### config.mk
export PLATFORM = sky130hd
export DESIGN_NAME = enum_lane_mapper
export DESIGN_NICKNAME = d
export VERILOG_FILES = /design/src/rtl/mapper_pkg.sv /design/src/rtl/enum_lane_fifo2.sv /design/src/rtl/enum_lane_mapper.sv
export SDC_FILE = /design/constraint.sdc
export NUM_CORES = 1
export LEC_CHECK = 0
export ABC_AREA = 1
export BUFFER_PORTS_ARGS = -buffer_cell sky130_fd_sc_hd__buf_2
export CAP_MARGIN = 20
export CORE_ASPECT_RATIO = 1.5
export CORE_UTILIZATION = 41
export DETAILED_ROUTE_END_ITERATION = 10
export GPL_TIMING_DRIVEN = 0
export PLACE_DENSITY_LB_ADDON = 0.05
export SLEW_MARGIN = 20
export SYNTH_ARGS = -nofsm -noshare
export SYNTH_HDL_FRONTEND = slang
export SYNTH_SLANG_ARGS = --single-unit
### constraint.sdc
create_clock -name clk -period 1.58 [get_ports clk]
set_input_delay 0.237 -clock clk [delete_from_list [all_inputs] [get_ports clk]]
set_output_delay 0.237 -clock clk [all_outputs]
set_load 0.02 [all_outputs]
### src/rtl/mapper_pkg.sv
// Shared types and mapping helpers for enum_lane_mapper.
package mapper_pkg;

  typedef enum logic [1:0] {
    MODE_HOLD = 2'd0,
    MODE_SWAP = 2'd1,
    MODE_INC  = 2'd2,
    MODE_DEC  = 2'd3
  } mode_t;

  typedef enum logic [1:0] {
    FIFO_EMPTY = 2'd0,
    FIFO_ONE   = 2'd1,
    FIFO_FULL  = 2'd2
  } fifo_state_t;

  // Codes are carried at 8 bits (max 256 codes) and computed at 9 bits so
  // c+1 never overflows before reduction.
  function automatic logic [7:0] map_code(input logic [7:0]  code,
                                          input mode_t       mode,
                                          input int unsigned num_codes);
    logic [8:0] c;
    logic [8:0] n;
    logic [8:0] r;
    c = {1'b0, code};
    n = 9'(num_codes);
    r = c;
    if (c < n) begin
      unique case (mode)
        MODE_HOLD: r = c;
        MODE_SWAP: begin
          if (c[0])                 r = c - 9'd1;
          else if (c + 9'd1 < n)    r = c + 9'd1;
          else                      r = c;
        end
        MODE_INC:  r = (c + 9'd1 == n) ? '0 : c + 9'd1;
        MODE_DEC:  r = (c == '0) ? n - 9'd1 : c - 9'd1;
        default:   r = c;
      endcase
    end
    return 8'(r);
  endfunction

  function automatic logic code_err(input logic [7:0]  code,
                                    input int unsigned num_codes);
    return {1'b0, code} >= 9'(num_codes);
  endfunction

endpackage

### src/rtl/enum_lane_fifo2.sv
// Generic 2-entry valid/ready buffer; in_ready depends only on registered state.
module enum_lane_fifo2
  import mapper_pkg::*;
#(
  parameter int unsigned WIDTH = 8
) (
  input  logic             clk,
  input  logic             rst,
  input  logic             in_valid,
  output logic             in_ready,
  input  logic [WIDTH-1:0] in_data,
  output logic             out_valid,
  input  logic             out_ready,
  output logic [WIDTH-1:0] out_data
);

  fifo_state_t      state_q, state_d;
  logic [WIDTH-1:0] mem_q [2];
  logic             rd_ptr_q;
  logic             wr_ptr_q;
  logic             push;
  logic             pop;

  assign in_ready  = (state_q != FIFO_FULL);
  assign out_valid = (state_q != FIFO_EMPTY);
  assign out_data  = mem_q[rd_ptr_q];
  assign push      = in_valid & in_ready;
  assign pop       = out_valid & out_ready;

  // Occupancy next-state
  always_comb begin
    state_d = state_q;
    unique case (state_q)
      FIFO_EMPTY: if (push) state_d = FIFO_ONE;
      FIFO_ONE: begin
        if (push && !pop)      state_d = FIFO_FULL;
        else if (pop && !push) state_d = FIFO_EMPTY;
      end
      FIFO_FULL:  if (pop)  state_d = FIFO_ONE;
      default:    state_d = FIFO_EMPTY;
    endcase
  end

  // State, pointers and storage
  always_ff @(posedge clk) begin
    if (rst) begin
      state_q  <= FIFO_EMPTY;
      rd_ptr_q <= 1'b0;
      wr_ptr_q <= 1'b0;
      mem_q[0] <= '0;
      mem_q[1] <= '0;
    end else begin
      state_q <= state_d;
      if (push) begin
        mem_q[wr_ptr_q] <= in_data;
        wr_ptr_q        <= ~wr_ptr_q;
      end
      if (pop) begin
        rd_ptr_q <= ~rd_ptr_q;
      end
    end
  end

endmodule

### src/rtl/enum_lane_mapper.sv
// Per-lane enum code mapper feeding a 2-entry output buffer.
module enum_lane_mapper
  import mapper_pkg::*;
#(
  parameter int unsigned NUM_CODES = 2,
  parameter int unsigned LANES     = 1
) (
  input  logic                                            clk,
  input  logic                                            rst,
  input  logic                                            in_valid,
  output logic                                            in_ready,
  input  logic [1:0]                                      in_mode,
  input  logic [LANES*((NUM_CODES > 2) ? $clog2(NUM_CODES) : 1)-1:0] in_code,
  output logic                                            out_valid,
  input  logic                                            out_ready,
  output logic [LANES*((NUM_CODES > 2) ? $clog2(NUM_CODES) : 1)-1:0] out_code,
  output logic [LANES-1:0]                                out_err,
  output logic [15:0]                                     beat_count
);

  localparam int unsigned CODE_W = (NUM_CODES > 2) ? $clog2(NUM_CODES) : 1;
  localparam int unsigned ENT_W  = CODE_W + 1;

  mode_t                    mode;
  logic [LANES*ENT_W-1:0]   fifo_in;
  logic [LANES*ENT_W-1:0]   fifo_out;
  logic [15:0]              beat_count_q;

  assign mode       = mode_t'(in_mode);
  assign beat_count = beat_count_q;

  for (genvar g = 0; g < LANES; g++) begin : g_lane
    logic [7:0] code_ext;
    assign code_ext = 8'(in_code[g*CODE_W +: CODE_W]);
    assign fifo_in[g*ENT_W +: ENT_W] =
      {code_err(code_ext, NUM_CODES), CODE_W'(map_code(code_ext, mode, NUM_CODES))};
    assign out_code[g*CODE_W +: CODE_W] = fifo_out[g*ENT_W +: CODE_W];
    assign out_err[g]                   = fifo_out[g*ENT_W + CODE_W];
  end

  enum_lane_fifo2 #(
    .WIDTH(LANES*ENT_W)
  ) u_fifo (
    .clk      (clk),
    .rst      (rst),
    .in_valid (in_valid),
    .in_ready (in_ready),
    .in_data  (fifo_in),
    .out_valid(out_valid),
    .out_ready(out_ready),
    .out_data (fifo_out)
  );

  // Accepted-beat counter, wraps silently
  always_ff @(posedge clk) begin
    if (rst) begin
      beat_count_q <= '0;
    end else if (in_valid && in_ready) begin
      beat_count_q <= beat_count_q + 16'd1;
    end
  end

endmodule

==> flow_metrics.py, run 1 <==
metrics = {
    "hold_path": {
        "hold_class": "in -> reg",
    },
    "flow_run": {
        "drv_cap": 0,
    },
    "yosys": {
        "synth_nets": 169,
        "synthSimpleGateAreaFrac_pct": 35.47,
        "synth_top_family_by_area": "simple AND/OR/NAND/NOR gates",
        "synth.cell_area_um2": 1150,
        "synth_cells": 161,
        "yosysWarnings": 0,
        "synth-seq-area-share_pct": 41.78,
        "synth-compound-area-share_pct": 9.032,
        "synth_cell_types": 26,
        "ys_ff_latch": 23,
        "synth.avg_cell_area_um2": 7.142,
        "synthAdderAreaFrac_pct": 1.088,
        "synth.area.mux_share_pct": 0.9793,
        "synth_xor_xnor_area_share_pct": 1.523,
    },
    "die": {
        "rows": 23,
        "io_pins": 27,
        "die_y_um": 66.86,
        "start_util_pct": 42.96,
        "dieArea_um2": 3025,
        "coreArea_um2": 2676,
        "die_width_um": 45.24,
    },
    "power_and_ir_drop": {
        "peakVddDrop_v": 0.0004983,
        "finalPower_mw": 1.091,
        "p_leak_nw": 0.6102,
        "powerDensity_nw_per_um2": 798.6,
    },
    "clocking": {
        "cts.sinks": 23,
        "numCtsBuffers": 3,
        "clockBufferDepth": 2,
        "htree_levels": 1,
        "cts_root_buffer": "clkbuf_8",
        "insertion_delay_ps": 260,
        "cts_tree": "built",
        "cts_setup_buffers": 0,
        "clk_pin_slew_ps": 80,
    },
    "final_layout": {
        "antenna_cells": 0,
        "seqCellArea_um2": 480.5,
        "layout-drive-gt1-share_pct": 21.69,
        "multiInputGateArea_um2": 561.8,
        "fin_nets": 198,
        "syn2layout_area_growth_pct": 18.82,
        "fillers": 286,
    },
    "timing": {
        "timing.hold.ws_ps": 230.4,
        "fmax_mhz": 725.4,
        "fin_ws_ps": 201.5,
        "finalHoldViolCount": 0,
        "setup_viol": 0,
        "slew_violations": 0,
        "period_needed_ps": 1378,
        "period_share_pct": 87.24,
        "rsz0062_at_grt": "yes",
        "skew_ps": 4.957,
    },
    "global_route": {
        "grt_first_pass_wirelength_mm": 4.112,
        "antenna_found_initial": 0,
        "grt_overflow": 0,
        "grt.total_usage_pct": 18.82,
        "grt_max_degree": 13,
        "first_global_vias": 1028,
    },
    "setup_path": {
        "crit_required_ps": 1740,
        "crit_arrival_ps": 1530,
        "cp_max_fo": 7,
        "worstSetupPathType": "reg -> reg",
        "cp-end-kind": "flop",
        "startpoint_type": "flop",
    },
    "placed_design": {
        "port-buffer-count": 24,
        "hpwl_mm": 1.940,
        "dp_slack_ps": 193.3,
        "place.gp.congestion": 0.8099,
    },
    "routing": {
        "wl_mm": 2.469,
        "viasPerCell": 4.872,
        "drt-initial-drc-count": 14,
        "first_pass_iters": 3,
        "drc": 0,
        "ant_nets": 0,
        "vias": 1101,
        "wire_per_inst_um": 10.92,
    },
    "status": {
        "outcome": "completed",
    },
}
-- state kept, by name (all words and copies together) (netlist names), named ones only --
register / flops
u_fifo.mem_q: 2
beat_count: 16
u_fifo.wr_ptr_q: 1
u_fifo.state_q: 2
u_fifo.rd_ptr_q: 1
-- cell type report --
class | count | share of cell area (%)
Timing Repair Buffer | 24 | 8.791
Inverter | 23 | 6.319
Tap cell | 37 | 3.388
Multi-Input combinational cell | 112 | 41.12
Sequential cell | 23 | 35.16
Clock buffer | 4 | 3.297
Buffer | 3 | 1.923
-- cells by family (layout without fill, tap and decap cells) --
family,count (synthesis),in the layout
AOI/OAI and AO/OA,20,20
xor gates and xnor gates,2,2
adders and majority gates,1,1
buffers and inverters,26,54
DFF,23,23
muxes,1,1
other,1,1
and+or+nand+nor,87,87
-- final timing paths --
kind,end,start,cells past startpoint,slack [ps]
setup / recovery,beat_count[8],beat_count[0],6,200
hold / removal,beat_count[15],rst,2,230
hold reg to reg,u_fifo.rd_ptr_q,u_fifo.rd_ptr_q,2,490
setup reg to reg,beat_count[8],beat_count[0],6,200
-- routing by layer --
| metal | vias up | global-route usage [%] | part of all wire (%) |
|---|---|---|---|
| met5 | - | 0 | 0 |
| met4 | 0 | 14.02 | 3.4 |
| met3 | 9 | 2.439 | 2.7 |
| met2 | 22 | 33.88 | 53 |
| met1 | 495 | 18.56 | 41 |
| li1 | 575 | - | - |
-- through the flow --
step                instances  setup TNS (ps)  util [%]  area (µm²)
detailed placement        222               0     49.18        1316
CTS                       226               0     50.86        1361
finish                    226               0     51.05        1366
global placement          222               0     49.18        1316
floorplan                 161               0         -        1150
global route              226          -7.185     51.05        1366
-- power by group --
part | internal (mW) | switching, mW | total, mW
sequential | 0.606 | 0.0128 | 0.619
clock | 0.180 | 0.186 | 0.366
combinational | 0.0395 | 0.0673 | 0.107
-- cells in the mapped netlist (all sizes together) --
cell type / n / area [µm²]
nand3: 7 / 40.04
ha: 1 / 12.51
a2111oi: 1 / 8.760
or2: 1 / 6.260
inv: 23 / 86.34
nor3: 6 / 35.03
clkbuf: 1 / 13.76
a21oi: 10 / 50.05
nor2: 29 / 123.9
mux2: 1 / 11.26
conb: 1 / 3.750
dfxtp: 21 / 420.4
nand2: 35 / 146.4
xor2: 1 / 8.760
nand4: 9 / 56.30
o21ai: 9 / 45.04
edfxtp: 2 / 60.06
buf: 2 / 12.51
xnor2: 1 / 8.760
-- worst max-delay path, stage by stage, from the launching register on --
cell,delay (ps)
dfxtp_1,400
ha_1,220
nand3_1,180
nor2_4,190
nand2_1,90
o21ai_0,150
a21oi_1,60
-- placed cells by master (no fill, tap or decap) --
cell type / synthesis / final
xnor2_1: 1 / 1
o21ai_0: 8 / 8
nor2_4: 2 / 2
a2111oi_0: 1 / 1
nand4_1: 9 / 9
nand2_1: 33 / 33
or2_2: 1 / 1
nor3_1: 5 / 4
buf_2: 1 / 25
buf_4: 1 / 1
ha_1: 1 / 1
nand3_1: 6 / 6
clkbuf_1: 0 / 1
nor3_2: 1 / 2
nor2_1: 27 / 27
xor2_1: 1 / 1
nand2_4: 2 / 2
nand3_2: 1 / 1
inv_2: 2 / 2
edfxtp_1: 2 / 2
a21oi_1: 10 / 10
clkbuf_8: 1 / 4
o21ai_1: 1 / 1
conb_1: 1 / 1
inv_1: 21 / 21
mux2_2: 1 / 1
dfxtp_1: 21 / 21
-- repair_timing --
item,4_1_cts,5_1_grt
hold buffers,0,0
resized for setup,0,1
endpoints found under the setup margin,0,2
(Power assumes the default switching activity.)
==> run 2: changes to the inputs <==
--- a/config.mk
+++ b/config.mk
@@ -9,10 +9,11 @@
 export BUFFER_PORTS_ARGS = -buffer_cell sky130_fd_sc_hd__buf_2
 export CAP_MARGIN = 20
 export CORE_ASPECT_RATIO = 1.5
-export CORE_UTILIZATION = 41
+export CORE_UTILIZATION = 52
+export CTS_CLUSTER_DIAMETER = 120
 export DETAILED_ROUTE_END_ITERATION = 10
 export GPL_TIMING_DRIVEN = 0
-export PLACE_DENSITY_LB_ADDON = 0.05
+export PLACE_DENSITY_LB_ADDON = 0.3
 export SLEW_MARGIN = 20
 export SYNTH_ARGS = -nofsm -noshare
 export SYNTH_HDL_FRONTEND = slang
==> run 2 against run 1 <==
Against the previous run:
- sequential cell count is the same
- core utilization grew 14 points
- fmax shrank 7.9%
- critical path type unchanged
- largest cell class unchanged
==> flow_metrics.py, run 2 (synthesis gave the netlist of run 1 again) <==
metrics = {
    "setup_path": {
        "worstSetupPathType": "reg -> reg",
        "r2r-start": "beat_count[0]",
        "r2r-end": "beat_count[8]",
        "startpoint_type": "flop",
        "ff2ff_setup_slack_ps": 80,
        "setup.worst_path.start": "beat_count[0]",
        "cp-end-kind": "flop",
        "crit_required_ps": 1790,
        "cp_max_fo": 6,
        "crit_arrival_ps": 1700,
        "crit_end": "beat_count[8]",
        "r2r_cells": 6,
    },
    "clocking": {
        "clk_pin_slew_ps": 110,
        "htree_levels": 1,
        "cts_tree": "built",
        "insertion_delay_ps": 310,
        "cts_resized": 0,
        "cts_root_buffer": "clkbuf_4",
        "clockBufferDepth": 2,
        "numCtsBuffers": 3,
        "cts.sinks": 23,
    },
    "placed_design": {
        "port-buffer-count": 24,
        "place.gp.congestion": 0.8428,
        "dpl_cell_area_um2": 1297,
        "hpwl_mm": 1.863,
    },
    "routing": {
        "wire_per_inst_um": 11.23,
        "viasPerCell": 5.202,
        "first_pass_iters": 4,
        "vias": 1108,
        "drc": 0,
        "drt-initial-drc-count": 49,
        "wl_mm": 2.392,
        "ant_nets": 0,
    },
    "global_route": {
        "grt_first_pass_wirelength_mm": 3.788,
        "antenna_found_initial": 0,
        "first_global_vias": 924,
        "grt_max_degree": 13,
        "grt.total_usage_pct": 22.61,
        "grt_overflow": 0,
    },
    "status": {
        "outcome": "completed",
    },
    "timing": {
        "finalHoldViolCount": 0,
        "skew_ps": 5.229,
        "period_needed_ps": 1497,
        "period_share_pct": 94.77,
        "timing.hold.ws_ps": 173.1,
        "slew_violations": 0,
        "tns_ps": 0,
        "setup_viol": 0,
        "fmax_mhz": 667.9,
        "rsz0062_at_grt": "no",
    },
    "final_layout": {
        "antenna_cells": 0,
        "design_area_um2": 1339,
        "final_cell_mix": "33 x nand2_1, 27 x nor2_1, 25 x buf_2, 21 x inv_1, 21 x dfxtp_1",
        "fillers": 200,
        "syn2layout_area_growth_pct": 16.43,
        "layout-drive-gt1-share_pct": 21.99,
        "fin_nets": 200,
        "largest_reg_flops": 16,
        "final_common_cell": "nand2_1",
    },
    "die": {
        "io_pins": 27,
        "dieArea_um2": 2407,
        "rows": 20,
        "die_y_um": 59.59,
        "coreArea_um2": 2052,
        "start_util_pct": 56.04,
        "die_width_um": 40.40,
    },
    "power_and_ir_drop": {
        "p_leak_nw": 0.6133,
        "peakVddDrop_v": 0.0004806,
        "powerDensity_nw_per_um2": 743.9,
    },
    "flow_run": {
        "drv_cap": 0,
    },
    "hold_path": {
        "hold_class": "in -> reg",
    },
}
## run 2: changes by cell type in the layout (fill, tap and decap cells not counted)
cell / previous run / this run
buf_4: 1 / 3
clkbuf_4: 0 / 3
nor3_1: 4 / 5
nor3_2: 2 / 1
clkbuf_8: 4 / 1
## run 2: timing repair
action                                 CTS  global route
hold buffers                             0             0
setup endpoints to repair                0             3
buffers inserted                         0             2
endpoints found under the hold margin    0             0
## run 2: power breakdown
| group | internal (mW) | total [mW] | switching [mW] |
|---|---|---|---|
| combinational | 0.0398 | 0.108 | 0.0680 |
| clock | 0.0988 | 0.268 | 0.170 |
| sequential | 0.606 | 0.620 | 0.0136 |
## run 2: critical path, stage by stage (launching register included)
cell and delay, ps:
dfxtp_1 430, ha_1 230, nand3_1 170, nor2_4 190, nand2_1 100, o21ai_0 190, a21oi_1 80
## run 2: final cells by class
type	count	area, µm²	area share [%]
Timing Repair Buffer	26	135.1	10.09
Buffer	3	26.28	1.963
Sequential cell	23	480.5	35.89
Multi-Input combinational cell	112	556.8	41.59
Tap cell	22	27.53	2.056
Inverter	23	86.33	6.449
Clock buffer	4	26.28	1.963
## run 2: metrics by stage
step	utilization (%)	power, mW	setup WS, ps	std cells
after detailed placement	63.23	0.7421	93.93	207
after global placement	63.23	0.7345	212.3	207
final	65.24	0.9960	82.69	213
after global routing	65.24	1.038	2.461	213
after floorplan	-	0.7081	177.9	161
after CTS	64.51	1.004	66.29	211
## run 2: routing by layer
layer | part of all wire [%] | GRT usage (%) | wire length, µm
met2 | 52 | 40.36 | 1250
met1 | 41 | 24.36 | 976
met3 | 4.0 | 2.256 | 95
met4 | 2.9 | 11.43 | 69
met5 | 0 | 0 | 0
## run 2: worst min path at each step
stage | to | start | cells after the start
final | beat_count[15] | rst | 2
after global routing | beat_count[13] | rst | 2
after CTS | beat_count[15] | rst | 2
after detailed placement | u_fifo.rd_ptr_q | u_fifo.rd_ptr_q | 2
after global placement | u_fifo.rd_ptr_q | u_fifo.rd_ptr_q | 2
after floorplan | u_fifo.state_q[0] | in_valid | 2
